===== src/rtl/led_sequencer.sv =====
// led_sequencer: CPU-programmed four-slot LED pattern player.
// Each slot is written once and then held for max(PERIOD,1) ticks of PRESCALE clocks.
module led_sequencer #(
  parameter int PRESCALE = 16
) (
  input  logic       clk,
  input  logic       reset,
  input  logic       cpu_we,
  input  logic       cpu_re,
  input  logic [2:0] cpu_addr,
  input  logic [7:0] cpu_wdata,
  output logic [7:0] cpu_rdata,
  output logic       led_we,
  output logic [7:0] led_wdata,
  output logic       busy
);
  typedef enum logic [1:0] {IDLE, WRITE, HOLD, DONE} state_t;
  state_t      r_state, w_next;
  logic [7:0]  r_ctrl, r_period, r_hold;
  logic [7:0]  r_pat [4];
  logic [1:0]  r_idx;
  logic [15:0] r_pre;
  logic [7:0]  r_tick;
  logic        r_done, r_abort, w_abort;
  logic        w_ctrl_wr, w_stop, w_tick_end, w_hold_end;
  logic [7:0]  w_rd;
  assign w_ctrl_wr  = cpu_we && cpu_addr == 3'd0;
  assign w_stop     = !r_ctrl[0];
  assign w_tick_end = r_pre == 16'(PRESCALE - 1);
  assign w_hold_end = w_tick_end && r_tick == r_hold - 8'd1;
  assign busy       = r_state == WRITE || r_state == HOLD;
  assign led_we     = r_state == WRITE || r_abort;
  assign led_wdata  = r_state == WRITE ? r_pat[r_idx] : 8'h00;
  always_comb begin
    w_next  = r_state;
    w_abort = 1'b0;
    case (r_state)
      IDLE:  w_next = (r_ctrl[0] && !r_abort) ? WRITE : IDLE;
      WRITE: begin
        w_abort = w_stop;
        w_next  = w_stop ? IDLE : HOLD;
      end
      HOLD:  begin
        w_abort = w_stop;
        w_next  = w_stop ? IDLE : !w_hold_end ? HOLD : (r_idx != 2'd3 || r_ctrl[1]) ? WRITE : DONE;
      end
      DONE:  w_next = w_ctrl_wr ? IDLE : DONE;
      default: w_next = IDLE;
    endcase
  end
  always_comb begin
    w_rd = 8'h00;
    if (cpu_addr[2])
      w_rd = r_pat[cpu_addr[1:0]];
    else
      w_rd = cpu_addr[1:0] == 2'd0 ? r_ctrl :
             cpu_addr[1:0] == 2'd1 ? r_period :
             cpu_addr[1:0] == 2'd2 ? {4'h0, r_idx, r_done, busy} : 8'h00;
  end
  always_ff @(posedge clk or posedge reset) begin
    if (reset) begin
      r_state <= IDLE;
      r_abort <= 1'b0;
    end else begin
      r_state <= w_next;
      r_abort <= w_abort;
    end
  end
  always_ff @(posedge clk or posedge reset) begin
    if (reset) begin
      r_ctrl    <= 8'h00;
      r_period  <= 8'h00;
      r_hold    <= 8'h01;
      for (int i = 0; i < 4; i++) r_pat[i] <= 8'h00;
      r_idx     <= 2'd0;
      r_pre     <= 16'd0;
      r_tick    <= 8'd0;
      r_done    <= 1'b0;
      cpu_rdata <= 8'h00;
    end else begin
      if (cpu_re) cpu_rdata <= w_rd;
      if (cpu_we) begin
        if (cpu_addr == 3'd0) r_ctrl <= {6'd0, cpu_wdata[1:0]};
        if (cpu_addr == 3'd1) r_period <= cpu_wdata;
        if (cpu_addr[2]) r_pat[cpu_addr[1:0]] <= cpu_wdata;
      end
      r_done <= (r_state == HOLD && w_next == DONE) ? 1'b1 :
                (w_ctrl_wr || (r_state == IDLE && w_next == WRITE)) ? 1'b0 : r_done;
      if (w_abort || r_state == IDLE || w_next == DONE)
        r_idx <= 2'd0;
      else if (r_state == HOLD && w_next == WRITE)
        r_idx <= r_idx + 2'd1;
      if (r_state == WRITE) begin
        r_pre  <= 16'd0;
        r_tick <= 8'd0;
        r_hold <= r_period == 8'd0 ? 8'd1 : r_period;
      end else if (r_state == HOLD) begin
        r_pre <= w_tick_end ? 16'd0 : r_pre + 16'd1;
        if (w_tick_end) r_tick <= r_tick + 8'd1;
      end
    end
  end
endmodule


===== config.mk =====
export PLATFORM = sky130hd
export DESIGN_NAME = led_sequencer
export DESIGN_NICKNAME = d
export VERILOG_FILES = /design/src/rtl/led_sequencer.sv
export SDC_FILE = /design/constraint.sdc
export NUM_CORES = 1
export LEC_CHECK = 0
export ABC_CLOCK_PERIOD_IN_PS = 2700
export CAP_MARGIN = 20
export CORE_UTILIZATION = 36
export DETAILED_ROUTE_END_ITERATION = 12
export PLACE_DENSITY = 0.66
export SETUP_SLACK_MARGIN = 0.05
export SLEW_MARGIN = 5
export SYNTH_ARGS = -nofsm -noshare
export SYNTH_HDL_FRONTEND = slang
export SYNTH_SLANG_ARGS = --single-unit

===== constraint.sdc =====
create_clock -name clk -period 2.7 [get_ports clk]
set_clock_uncertainty 0.1 [all_clocks]
set_input_delay 0.405 -clock clk [delete_from_list [all_inputs] [get_ports clk]]
set_output_delay 0.405 -clock clk [all_outputs]
set_load 0.02 [all_outputs]

=== Word level (Yosys, flattened, before mapping) ===
Cells that the tools add are included.

* Bits of input ports: 15
* Register bits: 88
* Word-level logic and storage cells: 95
* Output and inout bits: 18

* Reduce and logical (&&, ||, !) cells: 28
* Mux-type cells: 33
* $lt $le $gt $ge: 3
* Add/subtract/negate cells: 4
* Bitwise operators: 2
* Eq/ne operators: 11

{| class="wikitable"
|+ Operator list
! operator !! count
|-
| 8-bit 2-to-1 mux || 13
|-
| 16-bit 2-to-1 mux || 3
|-
| 8-bit binary-select mux with 2-bit select || 2
|-
| 32-bit bitwise mux || 1
|-
| 16-bit by 1-bit adder with 16-bit output (second input constant) || 1
|-
| 8-bit demux with 2-bit select || 1
|-
| 16-bit by 4-bit == test with 1-bit output (second input constant) || 1
|-
| 2-bit 2-to-1 mux || 7
|-
| 8-bit by 1-bit adder with 8-bit output (second input constant) || 1
|-
| 2-bit == test (second input constant) || 4
|-
| 8-bit == test || 1
|-
| 8-bit zero test || 1
|-
| 2-bit one-hot mux with 4 select lines || 1
|-
| 2-bit AND reduction || 4
|-
| 2-bit nonzero test || 4
|-
| 8-bit by 1-bit subtractor with 8-bit output (second input constant) || 1
|-
| 1-bit logical AND || 7
|-
| 2-bit by 1-bit == test with 1-bit output (second input constant) || 3
|-
| 3-bit greater-or-equal comparator (second input constant) || 2
|-
| 1-bit logical OR || 6
|-
| 2-bit inverter with 3-bit output || 2
|-
| 2-bit zero test || 2
|-
| 1-bit 2-to-1 mux || 4
|-
| 4-bit 2-to-1 mux || 1
|-
| other kinds (7) || 8
|}

=== Depth between registers and ports, before layout ===
Gate-level depths: netlist (run 1).

* Depth in word-level cells: 11
* Depth in mapped cells: 10
* Gate-level depth less buffers: 9

=== Least setup slack after synthesis (run 1) ===
No wires, ideal clock.

* Path kind: register to register
* From: reg r_hold[0]
* To: reg r_idx[0]
* Clock period less this slack: 2613 ps
* Cell stages (with the launch flop): 10
* Library setup time: 76 ps
* Arrival time: 2437 ps
* Path slack: 87 ps
* Path buffers: 0
* Path through: dfstp_2 > inv_1 > ha_1 > o21ba_1 > a221oi_1 > o211ai_2 > a211oi_4 > a21oi_2 > or4b_1 > o21ai_1

* Word-level cells in the longest chain between the ends: 9
* Elaborated cells on any way between the ends: 12
* Classes of those cells: 1 x add/sub; 3 x eq/ne; 4 x mux; 4 x reduce/logical

{| class="wikitable"
|+ RTL lines
! element !! line !! RTL
|-
| start, declared || 19 || <nowiki>logic [7:0] r_ctrl, r_period, r_hold;</nowiki>
|-
| start signal, assigned || 96 || <nowiki>r_hold <= r_period == 8'd0 ? 8'd1 : r_period;</nowiki>
|-
| 8-bit by 1-bit subtractor with 8-bit output (*) || 30 || <nowiki>assign w_hold_end = w_tick_end && r_tick == r_hold - 8'd1;</nowiki>
|-
| 8-bit == test (*) || 30 ||
|-
| 1-bit logical AND (*) || 30 ||
|-
| 2-bit 2-to-1 mux (*) (2 in a row) || 45 || <nowiki>w_next = w_stop ? IDLE : !w_hold_end ? HOLD : (r_idx != 2'd3 || r_ctrl[1]) ? WRITE : DONE;</nowiki>
|-
| 2-bit one-hot mux with 4 select lines (*) || 37 || <nowiki>case (r_state)</nowiki>
|-
| via w_next[1] || 18 || <nowiki>state_t r_state, w_next;</nowiki>
|-
| 2-bit == test or 2-bit by 1-bit == test with 1-bit output (tied branches) || 89, 91 ||
|-
| 1-bit logical OR or 1-bit logical AND (tied branches) || 89, 91 ||
|-
| 2-bit 2-to-1 mux or 2-bit nonzero test (tied branches) || - ||
|-
| end signal, assigned || 92 || <nowiki>r_idx <= r_idx + 2'd1;</nowiki>
|-
| end, declared || 21 || <nowiki>logic [1:0] r_idx;</nowiki>
|}

The timed path passes the listed nets; every way through them passes the cells marked *.
A chain may end at the register's enable or synchronous reset.

=== Final worst setup path (run 1) ===
* From: reg r_idx[0]
* To: out led_wdata[7]

* Word-level cells in the longest chain between the ends: 5

{| class="wikitable"
|+ RTL lines
! element !! line !! RTL
|-
| 2-bit inverter with 3-bit output (implied by the code) || 33 || <nowiki>assign led_wdata = r_state == WRITE ? r_pat[r_idx] : 8'h00;</nowiki>
|-
| 8-bit binary-select mux with 2-bit select || 33 ||
|-
| 8-bit 2-to-1 mux (implied by the code) (2 in a row) || 33 ||
|-
| 8-bit 2-to-1 mux || 33 ||
|-
| end, declared || 14 || <nowiki>output logic [7:0] led_wdata,</nowiki>
|}

No other way between the ends. The select of a mux whose other input is x is not followed.

==> results of run 1 <==
-- worst reg2reg max path: stages (launching register included) --
cell	delay [ns]
dfstp_2	0.37
buf_4	0.14
nor3_4	0.22
nand2_2	0.09
or4b_4	0.54
a211oi_4	0.29
a21oi_2	0.11
or4b_1	0.50
o21ai_1	0.08
-- logic make-up after synthesis --
| kind of cell | Yosys count | share of synthesized area, % |
|---|---|---|
| adder cells (fa/ha/maj) | 8 | 2.133 |
| buffers and inverters | 31 | 2.987 |
| flip-flops | 88 | 46.96 |
| AND/OR/NAND/NOR | 135 | 14.99 |
| XOR/XNOR | 21 | 4.080 |
| AO/OA/AOI/OAI | 60 | 8.534 |
| multiplexers | 69 | 20.32 |
-- flip-flops by register name, indices dropped and copies added, names as in the netlist, 2 cells and up --
| name | count |
|---|---|
| cpu_rdata | 8 |
| r_ctrl | 2 |
| r_hold | 8 |
| r_idx | 2 |
| r_pat | 32 |
| r_period | 8 |
| r_pre | 16 |
| r_state | 2 |
| r_tick | 8 |
-- Yosys cell counts, types with 2 or more instances --
library cell / n
nor4_1: 3
ha_1: 8
nand4_1: 7
xor2_1: 11
mux4_2: 16
and2_1: 10
buf_6: 3
a31oi_1: 3
nor2b_1: 3
a21oi_1: 13
or4b_1: 2
o21ai_0: 16
nor3_1: 8
mux2_2: 50
nor2_1: 26
o31ai_1: 2
inv_1: 11
and3_1: 3
nand3_1: 15
nand2_1: 39
a22oi_1: 7
dfrtp_1: 87
nand2b_1: 3
nand3b_1: 3
mux2i_1: 3
clkbuf_1: 13
buf_1: 3
xnor2_1: 9
o21ai_1: 4
-- through the flow --
stage	utilization (%)	power, uW
global placement	41.85	3474
CTS	44.20	4784
floorplan	-	2990
global route	44.40	5026
finish	44.40	4732
detailed placement	41.85	3530
-- layout make-up --
| type | instances | area, um2 |
|---|---|---|
| Clock buffer | 10 | 239.0 |
| Clock inverter | 6 | 51.30 |
| Fill cell | 1171 | 7046 |
| Inverter | 11 | 45.04 |
| Multi-Input combinational cell | 293 | 2360 |
| Sequential cell | 88 | 2205 |
| Tap cell | 172 | 215.2 |
| Timing Repair Buffer | 53 | 510.5 |
-- power breakdown --
part           internal, uW  leakage [uW]  switching [uW]
Combinational           807       0.00120             778
Sequential             1620       0.00110             315
Clock                   664      0.000145             551
Total                  3090       0.00244            1640
-- metal layers --
metal	track usage, %	up-vias	routed length (um)	part of all wire [%]
met5	0	-	0	0
li1	-	1579	-	-
met3	3.217	16	314	3.1
met4	8.547	0	219	2.2
met1	20.34	1681	4518	45
met2	27.06	64	4989	50
-- layout by cell type, fill, tap and decap left out, drive strengths merged, types with 3 or more instances in the layout --
| master | n |
|---|---|
| a21oi | 14 |
| a22oi | 7 |
| a31oi | 3 |
| and2 | 10 |
| and3 | 3 |
| buf | 21 |
| clkbuf | 10 |
| clkdlybuf4s50 | 24 |
| clkinv | 3 |
| dfrtp | 87 |
| dlymetal6s2s | 8 |
| ha | 8 |
| inv | 13 |
| mux2 | 50 |
| mux2i | 3 |
| mux4 | 16 |
| nand2 | 40 |
| nand2b | 3 |
| nand3 | 15 |
| nand3b | 3 |
| nand4 | 7 |
| nor2 | 27 |
| nor2b | 3 |
| nor3 | 9 |
| nor4 | 3 |
| o21ai | 21 |
| or4b | 3 |
| xnor2 | 9 |
| xor2 | 12 |
-- how the worst max path moves through the flow --
stage                   end  slack (ns)  cells past startpoint
3_3_place_gp       r_idx[0]        0.10                      6
4_1_cts        led_wdata[2]        0.04                      4
6_report       led_wdata[7]        0.10                      4
2_1_floorplan      r_idx[0]        0.09                      9
5_1_grt        led_wdata[7]        0.05                      4
3_5_place_dp       r_idx[0]        0.03                      9
-- repair_timing --
action / CTS / global route
setup endpoints to repair: 4 / 10
pin swaps: 0 / 1
gates resized for setup: 2 / 10
==> out/metrics.cfg, run 1 <==
[outcome]
status=complete, no violations

[global_route]
gr-usage-all-layers_pct=16.35
grt_overflow_total=0
first_global_vias=3363
grt_max_degree=57
antenna_found_initial=0
grt_first_pass_wirelength_um=16700

[setup_path]
r2r_start=r_hold[0]
crit_type=flip-flop to primary output
critical_path.max_stage_delay_ns=0.53
reg2reg_to=r_idx[0]
cp_max_fo=12
crit_start=r_idx[0]
start_kind=flip-flop
timing.critical_path.buf_inv=2
cp_cell_sequence=buf_12, mux4_2, and2_1, clkdlybuf4s50_1
arrival_ns=2.09
critPathTopFamily=buffers and inverters
reg2reg_depth=8
worst_ep_required_time_ns=2.19
cp_slowest_cell=clkdlybuf4s50_1
worstSetupEndpointType=primary output
r2r_slack_ns=0.18

[floorplan]
initial_core_util_pct=37.03
die_area_mm2=0.01349
die_w_um=116.2
rows=41
pin_count=33
die_y_um=116.2
coreArea_mm2=0.01267

[final_layout]
syn_to_final_growth_pct=19.89
layout-drive-gt1-share_pct=26.68
nets=479
stdcell_count=633
diodes=0
stdcell_area_mm2=0.005625

[sta]
achievable-frequency_mhz=384.8
setup_ws_ns=0.1015
hold_viol_final=0
final-setup-viol-count=0
fin_setup_tns_ns=0
fin_crit_sh_pct=96.24
slew-limit-headroom_pct=53.01
final_period_minus_worst_setup_slack_ns=2.598
tightest_slew_ns=0.7048
drv_slew=0
rsz0062_at_grt=false
holdWs_ns=0.4008

[logic_synthesis]
synth.avg_cell_area_um2=11.39
synth_warnings=0
syn_inst=412
ys_top_cells_by_area=dfrtp_1 46%, mux2_2 12%, mux4_2 7.7%, nand2_1 3.1%, ha_1 2.1%
synth_seq_cells=88
synthesis.area_mm2=0.004692
synth_largest_area_cell=dfrtp_1
yosysSeqAreaShare_pct=46.96
yosys.area.top_type_share_pct=46.40
synth_ff_type=dfrtp_1
synth_nets=435
async_flop_share_pct=100.0
synth_cell_types=60
synth_edf_count=0

[place]
place_inst=617
placed_area_mm2=0.005303
hpwl_um=7169
dp_slack_ns=0.03460
place_congestion=0.7647
io_buffers=32

[cts]
cts_max_path_buffers=2
root_buffer=clkbuf_16
cts_sinks=88
cts_setup_buffers=0
insertion_delay_ns=0.34
cts_tree=done
cts_hold_buf=0
cts_made_buffers=9
cts-htree-levels=3
clk_pin_slew_ns=0.06

[route]
routed_wirelength_um=10040
viasPerCell=5.276
first_pass_iters=4
vias=3340
drc_errors=0
drt-initial-drc-count=132
detail-route-antenna-nets=0
avgRoutedWirePerCell_um=15.86

[min_path]
hold_depth=2
hold_class=flip-flop to flip-flop
min_to=r_hold[0]
hold_start=r_hold[0]

[job]
cap_violations=0

[power]
p_leak_uw=0.002440
ir_worst_vdd_v=0.0003787
powerDensity_mw_per_mm2=841.1

No activity file was read; power rests on OpenSTA's default activity.
==> run 2: changes to the inputs <==
- CORE_ASPECT_RATIO: not set -> 2
- CORE_MARGIN: not set -> 1.5
==> run 2 against run 1 <==
Critical path type is now flip-flop to flip-flop. Core utilization is 0.15 points higher. Total power is 0.47% higher. Die area is 2.0% higher. Via count is 1.9% higher. Fmax is 1.1% higher. Largest cell class unchanged. Non-clock buffer count is 2 higher. Sequential cell count stayed put. Clock power is 3% lower. Global-route usage is 0.78 points higher. Combinational power is 3% higher. Worst setup slack better by 0.028 ns.
==> out/metrics.cfg, run 2 (same netlist as run 1, synthesis figures left out) <==
[power]
clkPwrFrac_pct=24.7  ; was 25.7%
p_int_uw=3070  ; was 3087 uW
ir_worst_vdd_v=0.0004946  ; was 0.0003787 V
power_switching_uw=1684  ; was 1644 uW
combPwrFrac_pct=34.3  ; was 33.5%
p_leak_uw=0.002441  ; was 0.002440 uW
p_sw_share_pct=35.41  ; was 34.75%
seq_power_share_pct=40.9  ; was 40.8%
powerDensity_mw_per_mm2=845.1  ; was 841.1 mW/mm2

[cts]
cts_max_path_buffers=2  ; unchanged
cts_tree=done  ; unchanged
clk_pin_slew_ns=0.07  ; was 0.06 ns
cts_made_buffers=9  ; unchanged
insertion_delay_ns=0.35  ; was 0.34 ns
cts_hold_buf=0  ; unchanged
cts-htree-levels=3  ; unchanged
cts_sinks=88  ; unchanged
root_buffer=clkbuf_16  ; unchanged

[floorplan]
initial_core_util_pct=37.16  ; was 37.03%
die_y_um=164.5  ; was 116.2 um
die_area_mm2=0.01377  ; was 0.01349 mm2
die_w_um=83.73  ; was 116.2 um
rows=58  ; was 41
coreArea_mm2=0.01263  ; was 0.01267 mm2
pin_count=33  ; unchanged

[final_layout]
layout-drive-gt1-share_pct=27.00  ; was 26.68%
final_util_pct=44.55  ; was 44.40%
layout_common_cells=86 x dfrtp_1, 50 x mux2_2, 39 x nand2_1, 26 x nor2_1, 24 x clkdlybuf4s50_1  ; unchanged
nets=481  ; was 479
final_common_cell=dfrtp_1  ; unchanged
largest_register=r_pat  ; unchanged
syn_to_final_growth_pct=19.89  ; unchanged
diodes=0  ; unchanged
largest_register_ffs=32  ; unchanged
reg_top3=r_pat (32), r_pre (16)  ; unchanged

[setup_path]
reg2reg_depth=8  ; unchanged
critPathTopFamily=simple AND/OR/NAND/NOR gates  ; was buffers and inverters
cp_cell_sequence=buf_4, nor3_4, nand2_2, or4b_4, a211oi_4, a21oi_2, or4b_1, o21ai_1  ; was buf_12, mux4_2, and2_1, clkdlybuf4s50_1
path_depth=8  ; was 4
r2r_slack_ns=0.13  ; was 0.18 ns
start_kind=flip-flop  ; unchanged
critical_path.max_stage_delay_ns=0.54  ; was 0.53 ns
worstSetupEndpointType=flip-flop  ; was primary output
crit_type=flip-flop to flip-flop  ; was flip-flop to primary output
cp_slowest_cell=or4b_4  ; was clkdlybuf4s50_1
arrival_ns=2.74  ; was 2.09 ns
reg2reg_to=r_idx[0]  ; unchanged
r2r_start=r_hold[0]  ; unchanged
cp_max_fo=3  ; was 12
worst_ep_required_time_ns=2.87  ; was 2.19 ns
timing.critical_path.buf_inv=1  ; was 2

[place]
io_buffers=32  ; unchanged
hpwl_um=8102  ; was 7169 um
place_congestion=0.8826  ; was 0.7647

[global_route]
grt_overflow_total=0  ; unchanged
grt_first_pass_wirelength_um=18450  ; was 16700 um
grt_max_degree=89  ; was 57
gr-usage-all-layers_pct=17.13  ; was 16.35%
antenna_found_initial=0  ; unchanged
first_global_vias=3521  ; was 3363

[sta]
hold_viol_final=0  ; unchanged
slew-limit-headroom_pct=63.00  ; was 53.01%
fin_setup_tns_ns=0  ; unchanged
achievable-frequency_mhz=389.1  ; was 384.8 MHz
fin_crit_sh_pct=95.19  ; was 96.24%
final-setup-viol-count=0  ; unchanged
rsz0062_at_grt=true  ; was false
final_period_minus_worst_setup_slack_ns=2.570  ; was 2.598 ns
drv_slew=0  ; unchanged
holdWs_ns=0.4186  ; was 0.4008 ns
tightest_slew_ns=0.5532  ; was 0.7048 ns

[min_path]
hold_class=input pin to async pin  ; was flip-flop to flip-flop

[route]
routed_wirelength_um=11000  ; was 10040 um
vias=3405  ; was 3340
first_pass_iters=8  ; was 4
viasPerCell=5.555  ; was 5.276
drc_errors=0  ; unchanged
avgRoutedWirePerCell_um=17.94  ; was 15.86 um
detail-route-antenna-nets=0  ; unchanged
drt-initial-drc-count=216  ; was 132

[outcome]
status=complete, no violations  ; unchanged

[job]
cap_violations=0  ; unchanged

==> run 2: changes by cell type in the layout (fill, tap and decap cells not counted), sizes merged <==
cell          delta
clkinv           +1
clkinvlp         +1
dlymetal6s2s     -1
inv              -1
clkbuf           -1
dlygate4sd2      +1
buf              +2
==> run 2: area by class of cell <==
type,instances,area [um2]
fillers,1211,7002
multi-input cells,293,2372
flip-flops and latches,88,2205
repair buffers,55,534.3
clock buffers,9,225.2
well taps,150,187.7
clock inverters,7,56.30
inverters,11,45.04
==> run 2: worst register-to-register path: stages, from the launching register on <==
cell and delay, ns:
dfstp_2 0.37, buf_4 0.15, nor3_4 0.22, nand2_2 0.08, or4b_4 0.55, a211oi_4 0.31, a21oi_2 0.11, or4b_1 0.52
o21ai_1 0.09
==> run 2: how the worst max path moves through the flow <==
stage | start | to
2_1_floorplan | r_hold[0] | r_idx[0]
3_3_place_gp | cpu_addr[1] | r_idx[0]
3_5_place_dp | r_hold[0] | r_idx[0]
4_1_cts | r_idx[0] | led_wdata[4]
5_1_grt | r_hold[0] | r_idx[0]
6_report | r_hold[0] | r_idx[0]
==> run 2: power groups by stage <==
stage / registers, uW / clock network, uW / logic (uW)
after detailed placement: 1970 / 0 / 1610
after CTS: 1940 / 1210 / 1630
final: 1950 / 1180 / 1630
after global placement: 1940 / 0 / 1570
after global routing: 1990 / 1260 / 1790
after floorplan: 1880 / 0 / 1110
==> run 2: through the flow <==
stage               std cells  total power, uW  instance area, um2  worst slack (ns)
CTS                       613             4774                5590           0.05423
global route              613             5040                5625           0.03172
global placement          597             3514                5303           0.09360
finish                    613             4754                5625            0.1299
detailed placement        597             3572                5303          0.004907
floorplan                 412             2990                4696           0.08694
==> run 2: repair_timing <==
item,4_1_cts,5_1_grt
pin swaps,1,3
resized for setup,3,10
setup endpoints to repair,7,8
setup buffers,0,0
==> run 2: routing by layer <==
layer  vias up  GRT usage, %  part of all wire, %
li1       1586             -                    -
met1      1734         18.02                   37
met2        61         33.39                   57
met3        24         2.849                  2.6
met4         0         6.706                  2.8
met5         -             0                    0
==> run 3: changes to the inputs <==
- MAX_ROUTING_LAYER: not set -> met4
==> run 3 against run 2 <==
Global-route usage up 0.66 points. Design area up 1.1%. Largest power group unchanged. Worst setup slack worse by 0.032 ns.
==> out/metrics.cfg, run 3 (same netlist as run 1, synthesis figures left out) <==
[cts]
insertion_delay_ns=0.35  ; about the same
cts_max_path_buffers=2  ; unchanged
cts_made_buffers=9  ; unchanged
cts_tree=done  ; unchanged
cts_setup_buffers=0  ; unchanged
clk_pin_slew_ns=0.07  ; about the same
cts-htree-levels=3  ; unchanged
root_buffer=clkbuf_16  ; unchanged
cts_sinks=88  ; unchanged
cts_hold_buf=0  ; unchanged

[floorplan]
pin_count=33  ; unchanged
die_w_um=83.73  ; unchanged
initial_core_util_pct=37.16  ; unchanged
die_y_um=164.5  ; unchanged
die_area_mm2=0.01377  ; unchanged
rows=58  ; unchanged
coreArea_mm2=0.01263  ; unchanged

[route]
viasPerCell=5.518  ; was 5.555
routed_wirelength_um=11030  ; was 11000 um
drc_errors=0  ; unchanged
drt-initial-drc-count=151  ; was 216
avgRoutedWirePerCell_um=17.96  ; was 17.94 um
vias=3388  ; was 3405
detail-route-antenna-nets=0  ; unchanged
first_pass_iters=4  ; was 8

[power]
ir_worst_vdd_v=0.0005877  ; was 0.0004946 V
powerDensity_mw_per_mm2=865.4  ; was 845.1 mW/mm2
p_leak_uw=0.002488  ; was 0.002441 uW

[setup_path]
cp_cell_sequence=inv_1, ha_2, o21ba_1, a221oi_2, o211ai_2, a211oi_4, a21oi_2, or4b_1, o21ai_1  ; was buf_4, nor3_4, nand2_2, or4b_4, a211oi_4, a21oi_2, or4b_1, o21ai_1
r2r_slack_ns=0.1  ; was 0.13 ns
timing.critical_path.buf_inv=1  ; unchanged
critPathTopFamily=compound AO/OA/AOI/OAI gates  ; was simple AND/OR/NAND/NOR gates
crit_start=r_hold[0]  ; unchanged
cp_max_fo=6  ; was 3
worstSetupEndpointType=flip-flop  ; unchanged
critical_path.max_stage_delay_ns=0.53  ; was 0.54 ns
arrival_ns=2.77  ; was 2.74 ns
r2r_start=r_hold[0]  ; unchanged
crit_type=flip-flop to flip-flop  ; unchanged
worst_ep_required_time_ns=2.87  ; about the same
start_kind=flip-flop  ; unchanged
cp_slowest_cell=dfstp_2  ; was or4b_4

[sta]
final_period_minus_worst_setup_slack_ns=2.602  ; was 2.570 ns
rsz0062_at_grt=true  ; unchanged
achievable-frequency_mhz=384.4  ; was 389.1 MHz
drv_slew=0  ; unchanged
hold_viol_final=0  ; unchanged
fin_setup_tns_ns=0  ; unchanged
slew-limit-headroom_pct=59.68  ; was 63.00%
tightest_slew_ns=0.6035  ; was 0.5532 ns
fin_crit_sh_pct=96.36  ; was 95.19%
final-setup-viol-count=0  ; unchanged

[place]
hpwl_um=8344  ; was 8102 um
placed_area_mm2=0.005323  ; was 0.005303 mm2
place_congestion=0.9254  ; was 0.8826
io_buffers=32  ; unchanged

[final_layout]
syn_to_final_growth_pct=21.23  ; was 19.89%
stdcell_area_mm2=0.005688  ; was 0.005625 mm2
largest_register_ffs=32  ; unchanged
nets=482  ; was 481
final_common_cell=dfrtp_1  ; unchanged
diodes=0  ; unchanged
reg_top3=r_pat (32), r_pre (16)  ; unchanged
largest_register=r_pat  ; unchanged
layout-drive-gt1-share_pct=27.16  ; was 27.00%
layout_common_cells=86 x dfrtp_1, 50 x mux2_2, 39 x nand2_1, 26 x nor2_1, 24 x clkdlybuf4s50_1  ; unchanged

[job]
cap_violations=0  ; unchanged

[min_path]
hold_class=input pin to async pin  ; unchanged

[global_route]
grt_max_degree=40  ; was 89
antenna_found_initial=0  ; unchanged
first_global_vias=3643  ; was 3521
grt_first_pass_wirelength_um=18360  ; was 18450 um
gr-usage-all-layers_pct=17.79  ; was 17.13%
grt_overflow_total=0  ; unchanged

[outcome]
status=complete, no violations  ; unchanged

-- run 3: final cells by class --
| class | count | area [um2] |
|---|---|---|
| Clock buffer | 10 | 239.0 |
| Clock inverter | 6 | 91.34 |
| Fill cell | 1204 | 6939 |
| Inverter | 11 | 45.04 |
| Multi-Input combinational cell | 293 | 2362 |
| Sequential cell | 88 | 2205 |
| Tap cell | 150 | 187.7 |
| Timing Repair Buffer | 56 | 558.0 |
-- run 3: layer usage --
metal  up-vias  wire [um]  GRT usage (%)
li1       1576          -              -
met5         -          0              -
met3        21        285          3.148
met1      1731       3906          17.10
met4         0        415          9.836
met2        60       6417          33.21
-- run 3: repair_timing --
item,4_1_cts,5_1_grt
pin swaps,1,2
gates resized for setup,1,11
setup endpoints to repair,2,10
-- run 3: worst paths after layout --
| kind | endpoint | cells past startpoint |
|---|---|---|
| setup / recovery | r_idx[0] | 9 |
| hold / removal | r_pre[7] | 2 |
| setup reg to reg | r_idx[0] | 9 |
| hold reg to reg | r_hold[0] | 2 |
| max in group asynchronous | r_hold[0] | 3 |
| min in group clk | r_hold[0] | 2 |
-- run 3: metrics by stage --
stage	utilization [%]	cells	total power, uW	hold WS, ns	setup WS, ns
2_1_floorplan	-	412	2990	0.3664	0.08694
3_3_place_gp	42.15	598	3522	0.3873	0.08990
3_5_place_dp	42.15	598	3573	0.3876	0.03370
4_1_cts	44.78	614	4956	0.3870	0.05250
5_1_grt	45.05	614	5216	0.4326	0.01288
6_report	45.05	614	4922	0.3737	0.09827
-- run 3: where the power goes --
| group | leakage (uW) | total (uW) | internal [uW] | switching [uW] |
|---|---|---|---|---|
| logic | 0.00123 | 1620 | 811 | 808 |
| registers | 0.00110 | 1940 | 1620 | 327 |
| clock network | 0.000163 | 1360 | 840 | 520 |
